--- src/rtl/census_hamming_cost.sv ---
// census_hamming_cost: streaming Hamming matching cost for all candidate
// disparities, with winner-take-all disparity selection. Three-stage pipeline:
// S1 XOR against the right-vector history, S2 masked popcount, S3 argmin and output.
module census_hamming_cost #(
  parameter  int CVW   = 8,
  parameter  int DispN = 16,
  localparam int CostW = $clog2(CVW + 1),
  localparam int DispW = $clog2(DispN)
) (
  input  logic                     clk,
  input  logic                     rst_n,
  input  logic                     in_valid,
  input  logic                     line_start,
  input  logic [CVW-1:0]           cvL,
  input  logic [CVW-1:0]           cvR,
  output logic                     out_valid,
  output logic [DispN*CostW-1:0]   out_cost,
  output logic [DispW-1:0]         out_best,
  output logic                     out_line_start
);

  // The oldest history slot would only ever feed disparity DispN, which does
  // not exist, so only DispN-1 right vectors are kept.
  logic [CVW-1:0]   hist_q [DispN-1];
  logic [CVW-1:0]   hist_d [DispN-1];
  logic [DispW-1:0] hcnt_q, hcnt_d;
  logic [DispW-1:0] pix_h;

  logic [CVW-1:0]   xor_q [DispN];
  logic [CVW-1:0]   xor_d [DispN];
  logic [DispN-1:0] mask_q, mask_d;
  logic             v1_q, v1_d, ls1_q, ls1_d;

  logic [CostW-1:0] cost2_q [DispN];
  logic [CostW-1:0] cost2_d [DispN];
  logic             v2_q, v2_d, ls2_q, ls2_d;

  logic [DispN*CostW-1:0] cost3_q, cost3_d;
  logic [DispW-1:0]       best3_q, best3_d;
  logic                   v3_q, v3_d, ls3_q, ls3_d;
  logic [CostW-1:0]       min_c;

  function automatic logic [CostW-1:0] popcnt(input logic [CVW-1:0] v);
    logic [CostW-1:0] c;
    c = '0;
    for (int i = 0; i < CVW; i++) c = c + CostW'(v[i]);
    return c;
  endfunction

  // History shift and saturating line position; hcnt resets to 0 so the
  // first pixel after reset is x=0 even without line_start.
  always_comb begin
    hist_d = hist_q;
    hcnt_d = hcnt_q;
    pix_h  = line_start ? '0 : hcnt_q;
    if (in_valid) begin
      hist_d[0] = cvR;
      for (int d = 1; d < DispN - 1; d++) hist_d[d] = hist_q[d-1];
      if (line_start)                         hcnt_d = DispW'(1);
      else if (hcnt_q != DispW'(DispN - 1))   hcnt_d = hcnt_q + DispW'(1);
    end
  end

  // S1: XOR of cvL against the right vector of pixel x-d, plus validity mask.
  always_comb begin
    xor_d    = xor_q;
    mask_d   = '0;
    xor_d[0] = cvL ^ cvR;
    for (int d = 1; d < DispN; d++) xor_d[d] = cvL ^ hist_q[d-1];
    for (int d = 0; d < DispN; d++) mask_d[d] = (d <= int'(pix_h));
    v1_d  = in_valid;
    ls1_d = in_valid & line_start;
  end

  // S2: popcount, with disparities reaching past the line start forced to max cost.
  always_comb begin
    cost2_d = cost2_q;
    for (int d = 0; d < DispN; d++)
      cost2_d[d] = mask_q[d] ? popcnt(xor_q[d]) : CostW'(CVW);
    v2_d  = v1_q;
    ls2_d = ls1_q;
  end

  // S3: pack costs and pick the lowest-index minimum; data holds across bubbles.
  always_comb begin
    cost3_d = cost3_q;
    best3_d = best3_q;
    min_c   = cost2_q[0];
    if (v2_q) begin
      best3_d = '0;
      for (int d = 0; d < DispN; d++) cost3_d[d*CostW +: CostW] = cost2_q[d];
      for (int d = 1; d < DispN; d++) begin
        if (cost2_q[d] < min_c) begin
          min_c   = cost2_q[d];
          best3_d = DispW'(d);
        end
      end
    end
    v3_d  = v2_q;
    ls3_d = v2_q & ls2_q;
  end

  // All state registers with asynchronous clear.
  always_ff @(posedge clk or negedge rst_n) begin
    if (!rst_n) begin
      for (int d = 0; d < DispN - 1; d++) hist_q[d] <= '0;
      for (int d = 0; d < DispN; d++) begin
        xor_q[d]   <= '0;
        cost2_q[d] <= '0;
      end
      hcnt_q  <= '0;
      mask_q  <= '0;
      v1_q    <= 1'b0;
      ls1_q   <= 1'b0;
      v2_q    <= 1'b0;
      ls2_q   <= 1'b0;
      cost3_q <= '0;
      best3_q <= '0;
      v3_q    <= 1'b0;
      ls3_q   <= 1'b0;
    end else begin
      for (int d = 0; d < DispN - 1; d++) hist_q[d] <= hist_d[d];
      for (int d = 0; d < DispN; d++) begin
        xor_q[d]   <= xor_d[d];
        cost2_q[d] <= cost2_d[d];
      end
      hcnt_q  <= hcnt_d;
      mask_q  <= mask_d;
      v1_q    <= v1_d;
      ls1_q   <= ls1_d;
      v2_q    <= v2_d;
      ls2_q   <= ls2_d;
      cost3_q <= cost3_d;
      best3_q <= best3_d;
      v3_q    <= v3_d;
      ls3_q   <= ls3_d;
    end
  end

  assign out_valid      = v3_q;
  assign out_cost       = cost3_q;
  assign out_best       = best3_q;
  assign out_line_start = ls3_q;

endmodule

--- config.mk ---
export PLATFORM = sky130hd
export DESIGN_NAME = census_hamming_cost
export DESIGN_NICKNAME = d
export VERILOG_FILES = /design/src/rtl/census_hamming_cost.sv
export SDC_FILE = /design/constraint.sdc
export NUM_CORES = 1
export LEC_CHECK = 0
export ABC_AREA = 1
export BUFFER_PORTS_ARGS = -buffer_cell sky130_fd_sc_hd__buf_2
export CORE_MARGIN = 5
export CORE_UTILIZATION = 40
export DETAILED_ROUTE_END_ITERATION = 10
export SLEW_MARGIN = 20
export SYNTH_ARGS = -nofsm -noshare
export SYNTH_HDL_FRONTEND = slang
export SYNTH_SLANG_ARGS = --single-unit
--- constraint.sdc ---
create_clock -name clk -period 16.7 [get_ports clk]
set_input_delay 2.505 -clock clk [delete_from_list [all_inputs] [get_ports clk]]
set_output_delay 2.505 -clock clk [all_outputs]
set_load 0.01 [all_outputs]
==> impl_metrics.prom <==
# TYPE chip_impl_metric gauge
chip_impl_info{name="outcome",value="complete, no violations"} 1
chip_impl_metric{name="num_rows",unit=""} 79
chip_impl_info{name="timing.critical_path.from_type",value="flip-flop"} 1
chip_impl_metric{name="vias_per_cell",unit=""} 4.55
chip_impl_metric{name="synth_seq_cells",unit=""} 406
chip_impl_metric{name="hold_viol",unit=""} 0
chip_impl_metric{name="drt_first_pass_iters",unit=""} 5
chip_impl_metric{name="yosys.area_share.xor_xnor",unit="%"} 5.99
chip_impl_info{name="setup.worst_path.class",value="flip-flop to flip-flop"} 1
chip_impl_metric{name="cts.sink_count",unit=""} 406
chip_impl_metric{name="synth_simple_gate_area_share",unit="%"} 16.7
chip_impl_metric{name="worst_path_max_fanout",unit=""} 8
chip_impl_metric{name="p_leak",unit="nW"} 11.6
chip_impl_metric{name="maximum_resistive_drop_on_vdd",unit="V"} 0.0000795
chip_impl_metric{name="cts_buffers",unit=""} 42
chip_impl_info{name="synth_top_family_by_area",value="simple AND/OR/NAND/NOR gates"} 1
chip_impl_metric{name="nNetsFinal",unit=""} 2185
chip_impl_metric{name="synth_adder_area_share",unit="%"} 13.1
chip_impl_metric{name="synth_nets",unit=""} 2101
chip_impl_metric{name="initialDrtViolationCount",unit=""} 625
chip_impl_metric{name="worst-endpoint-required",unit="ns"} 17.16
chip_impl_metric{name="timing.final.setup_violations",unit=""} 0
chip_impl_metric{name="pin_count",unit=""} 90
chip_impl_metric{name="globalRouteTotalUtil",unit="%"} 14.2
chip_impl_metric{name="globalplace.congestion",unit=""} 0.855
chip_impl_metric{name="fin_util",unit="%"} 46.0
chip_impl_metric{name="tns",unit="ns"} 0
chip_impl_metric{name="synthMuxAreaShare",unit="%"} 1.90
chip_impl_metric{name="overall_die_area",unit="sq um"} 52000
chip_impl_metric{name="complex_gate_fraction_of_the_synthesized_area",unit="%"} 2.48
chip_impl_metric{name="pin_count_of_the_biggest_net_entering_global_routing",unit=""} 179
chip_impl_info{name="worst_setup_path_end_kind",value="flip-flop"} 1
chip_impl_info{name="ctsRootBufferMaster",value="sky130_fd_sc_hd__clkbuf_16"} 1
chip_impl_metric{name="worst_slew_pin_slew",unit="ns"} 0.936
chip_impl_info{name="crit_path_top_delay_cell",value="sky130_fd_sc_hd__dfrtp_1"} 1
chip_impl_metric{name="routed-via-count",unit=""} 12000
chip_impl_metric{name="maxClockFrequency",unit="MHz"} 73.6
chip_impl_metric{name="buffer_ports.inserted",unit=""} 89
chip_impl_metric{name="syn-mean-instance-area",unit="sq um"} 9.89
chip_impl_metric{name="latest_clock_arrival_within_the_worst_skew_pair",unit="ns"} 0.53
chip_impl_info{name="hold_path.class",value="flip-flop to flip-flop"} 1
chip_impl_info{name="tritoncts",value="yes"} 1
chip_impl_metric{name="finalCriticalPeriod",unit="ns"} 13.59
chip_impl_metric{name="global_route_wire_length_before_repair",unit="um"} 62500
chip_impl_metric{name="drv_cap",unit=""} 0
chip_impl_metric{name="floorplan.initialDensity",unit="%"} 40.6
chip_impl_metric{name="ctsHtreeMaxLevel",unit=""} 2
chip_impl_metric{name="crit_buf_inv",unit=""} 24
chip_impl_metric{name="synth.yosys.warnings",unit=""} 0
chip_impl_metric{name="clock_tree.buffer_depth",unit=""} 3
chip_impl_metric{name="post_cts_setup_bufs",unit=""} 0
chip_impl_metric{name="post-place-cells",unit=""} 2568
chip_impl_metric{name="slew_headroom",unit="%"} 37.6
chip_impl_metric{name="die_height",unit="um"} 228
chip_impl_metric{name="vias_in_the_first_global_route",unit=""} 12600
chip_impl_metric{name="drt_wl_total",unit="um"} 35900
chip_impl_metric{name="remaining_drc_errors",unit=""} 0
chip_impl_metric{name="stdcell_area",unit="sq um"} 21500
chip_impl_metric{name="slowest_delay",unit="ns"} 0.40
chip_impl_metric{name="synthesis.area",unit="sq um"} 19000
chip_impl_metric{name="netlist_instances",unit=""} 1921
chip_impl_metric{name="area_of_the_core",unit="sq um"} 46800
chip_impl_metric{name="power_density",unit="nW/um^2"} 162
chip_impl_metric{name="hpwlAfterDp",unit="um"} 26100
chip_impl_info{name="most_frequent_cp_cell",value="sky130_fd_sc_hd__inv_1"} 1
chip_impl_metric{name="grt_antenna_before_repair",unit=""} 0
chip_impl_metric{name="layout_worst_path_cycle_share",unit="%"} 81.4
chip_impl_metric{name="areaGrowthSynthToFinish",unit="%"} 13.2
chip_impl_metric{name="cts.clk_slew.worst_paths",unit="ns"} 0.06
chip_impl_metric{name="post_layout_nonfiller_instances",unit=""} 2642
chip_impl_info{name="cp_top_family",value="adder cells"} 1
chip_impl_metric{name="multiInputGateArea",unit="sq um"} 7640
chip_impl_metric{name="post_dp_cell_area",unit="sq um"} 20100
chip_impl_metric{name="synth-seq-area-share",unit="%"} 53.5
chip_impl_metric{name="finClkSkew",unit="ns"} 0.0133
chip_impl_metric{name="die_w",unit="um"} 228
chip_impl_info{name="rsz_0062_raised_after_global_routing",value="false"} 1
chip_impl_metric{name="cp_data_arrival_time",unit="ns"} 14.04
chip_impl_metric{name="seq_area",unit="sq um"} 10200
chip_impl_metric{name="layout.filler_cells",unit=""} 4322
chip_impl_metric{name="post_drt_wl_per_cell",unit="um"} 13.6
chip_impl_metric{name="cts_hold_buf",unit=""} 0
chip_impl_metric{name="yosys.cell_types.count",unit=""} 26
chip_impl_metric{name="totalPowerFinal",unit="W"} 0.00349
chip_impl_metric{name="final-max-slew-violation-count",unit=""} 0
chip_impl_metric{name="drive_above_1_share",unit="%"} 11.8
chip_impl_metric{name="global_route.overflow_total",unit=""} 0
chip_impl_metric{name="post_cts_resize_count",unit=""} 0
chip_impl_metric{name="drtAntennaViolNets",unit=""} 0
-- Yosys cell counts (all sizes together) --
library cell	count	area, sq um
nor2	105	394
nand2	603	2370
clkbuf	46	173
fa	64	1280
dfrtp	406	10200
inv	265	995
nand3b	1	7.51
conb	1	3.75
nor3b	1	7.51
and3	2	12.5
a21oi	55	317
nand3	77	385
mux2	32	360
a211oi	2	15.0
a31oi	2	12.5
buf	9	33.8
ha	96	1200
o21ai	21	105
a21boi	3	22.5
xor2	130	1140
-- worst paths after layout --
check,start,end,slack [ns],depth (start not counted)
hold reg to reg,ls1_q,ls2_q,0.35,0
min in group asynchronous,rst_n,hist_q[112],1.94,1
hold / removal,ls1_q,ls2_q,0.35,0
setup / recovery,cost2_q[59],out_best[1],3.11,115
setup reg to reg,cost2_q[59],out_best[1],3.11,115
max in group asynchronous,rst_n,v2_q,12.43,3
-- layer usage --
metal	wire length, um	up-vias	global-route usage, %
met5	0	-	0
met4	756	0	3.46
met1	16900	5807	19.3
met2	17100	181	23.9
met3	1120	58	2.32
li1	-	5968	-
-- report_power, final --
group / total, W / switching, W / internal (W)
logic: 0.00131 / 0.000797 / 0.000510
clock network: 0.000959 / 0.000375 / 0.000584
registers: 0.00123 / 0.0000938 / 0.00113
total: 0.00349 / 0.00127 / 0.00223
-- layout by cell type (no fill, tap or decap), types with 15 or more instances in the layout --
cell                        instances
sky130_fd_sc_hd__nand2_1          573
sky130_fd_sc_hd__nand3_1           77
sky130_fd_sc_hd__nor2_1           105
sky130_fd_sc_hd__nand2_2           23
sky130_fd_sc_hd__mux2_2            32
sky130_fd_sc_hd__o21ai_0           15
sky130_fd_sc_hd__buf_2             87
sky130_fd_sc_hd__inv_1            260
sky130_fd_sc_hd__dfrtp_1          405
sky130_fd_sc_hd__fa_1              64
sky130_fd_sc_hd__xor2_1           130
sky130_fd_sc_hd__clkbuf_16         43
sky130_fd_sc_hd__a21oi_1           46
sky130_fd_sc_hd__ha_1              96
-- cells by family (layout without fill, tap and decap cells) --
| group | count (synthesis) | after routing |
|---|---|---|
| AOI/OAI and AO/OA | 83 | 83 |
| muxes | 32 | 32 |
| xor gates and xnor gates | 130 | 130 |
| buffers and inverters | 320 | 433 |
| adders and majority gates | 160 | 160 |
| and+or+nand+nor | 789 | 789 |
| DFF | 406 | 406 |
| other | 1 | 2 |
-- sequential cells by signal, indices dropped and copies added (netlist names), 4 cells and up --
register  cells
xor_q       128
out_cost     64
hist_q      120
hcnt_q        4
mask_q       16
cost2_q      64
out_best      4
-- area by class of cell --
cell class	instances	share of cell area (%)
sequential	406	47.3
clock buffer	56	5.60
antenna	1	0.0116
tap	607	3.53
clock inverter	17	1.05
multi-input combinational	1195	35.5
timing repair buffer	95	2.40
inverter	265	4.63
-- metrics by stage --
step           worst slack, ns  hold WS (ns)
6_report                  3.11         0.353
5_1_grt                   1.46         0.366
4_1_cts                   3.14         0.358
3_5_place_dp              3.19         0.335
3_3_place_gp              4.15         0.334
2_1_floorplan             5.17         0.331
No activity file was read; power rests on OpenSTA's default activity.
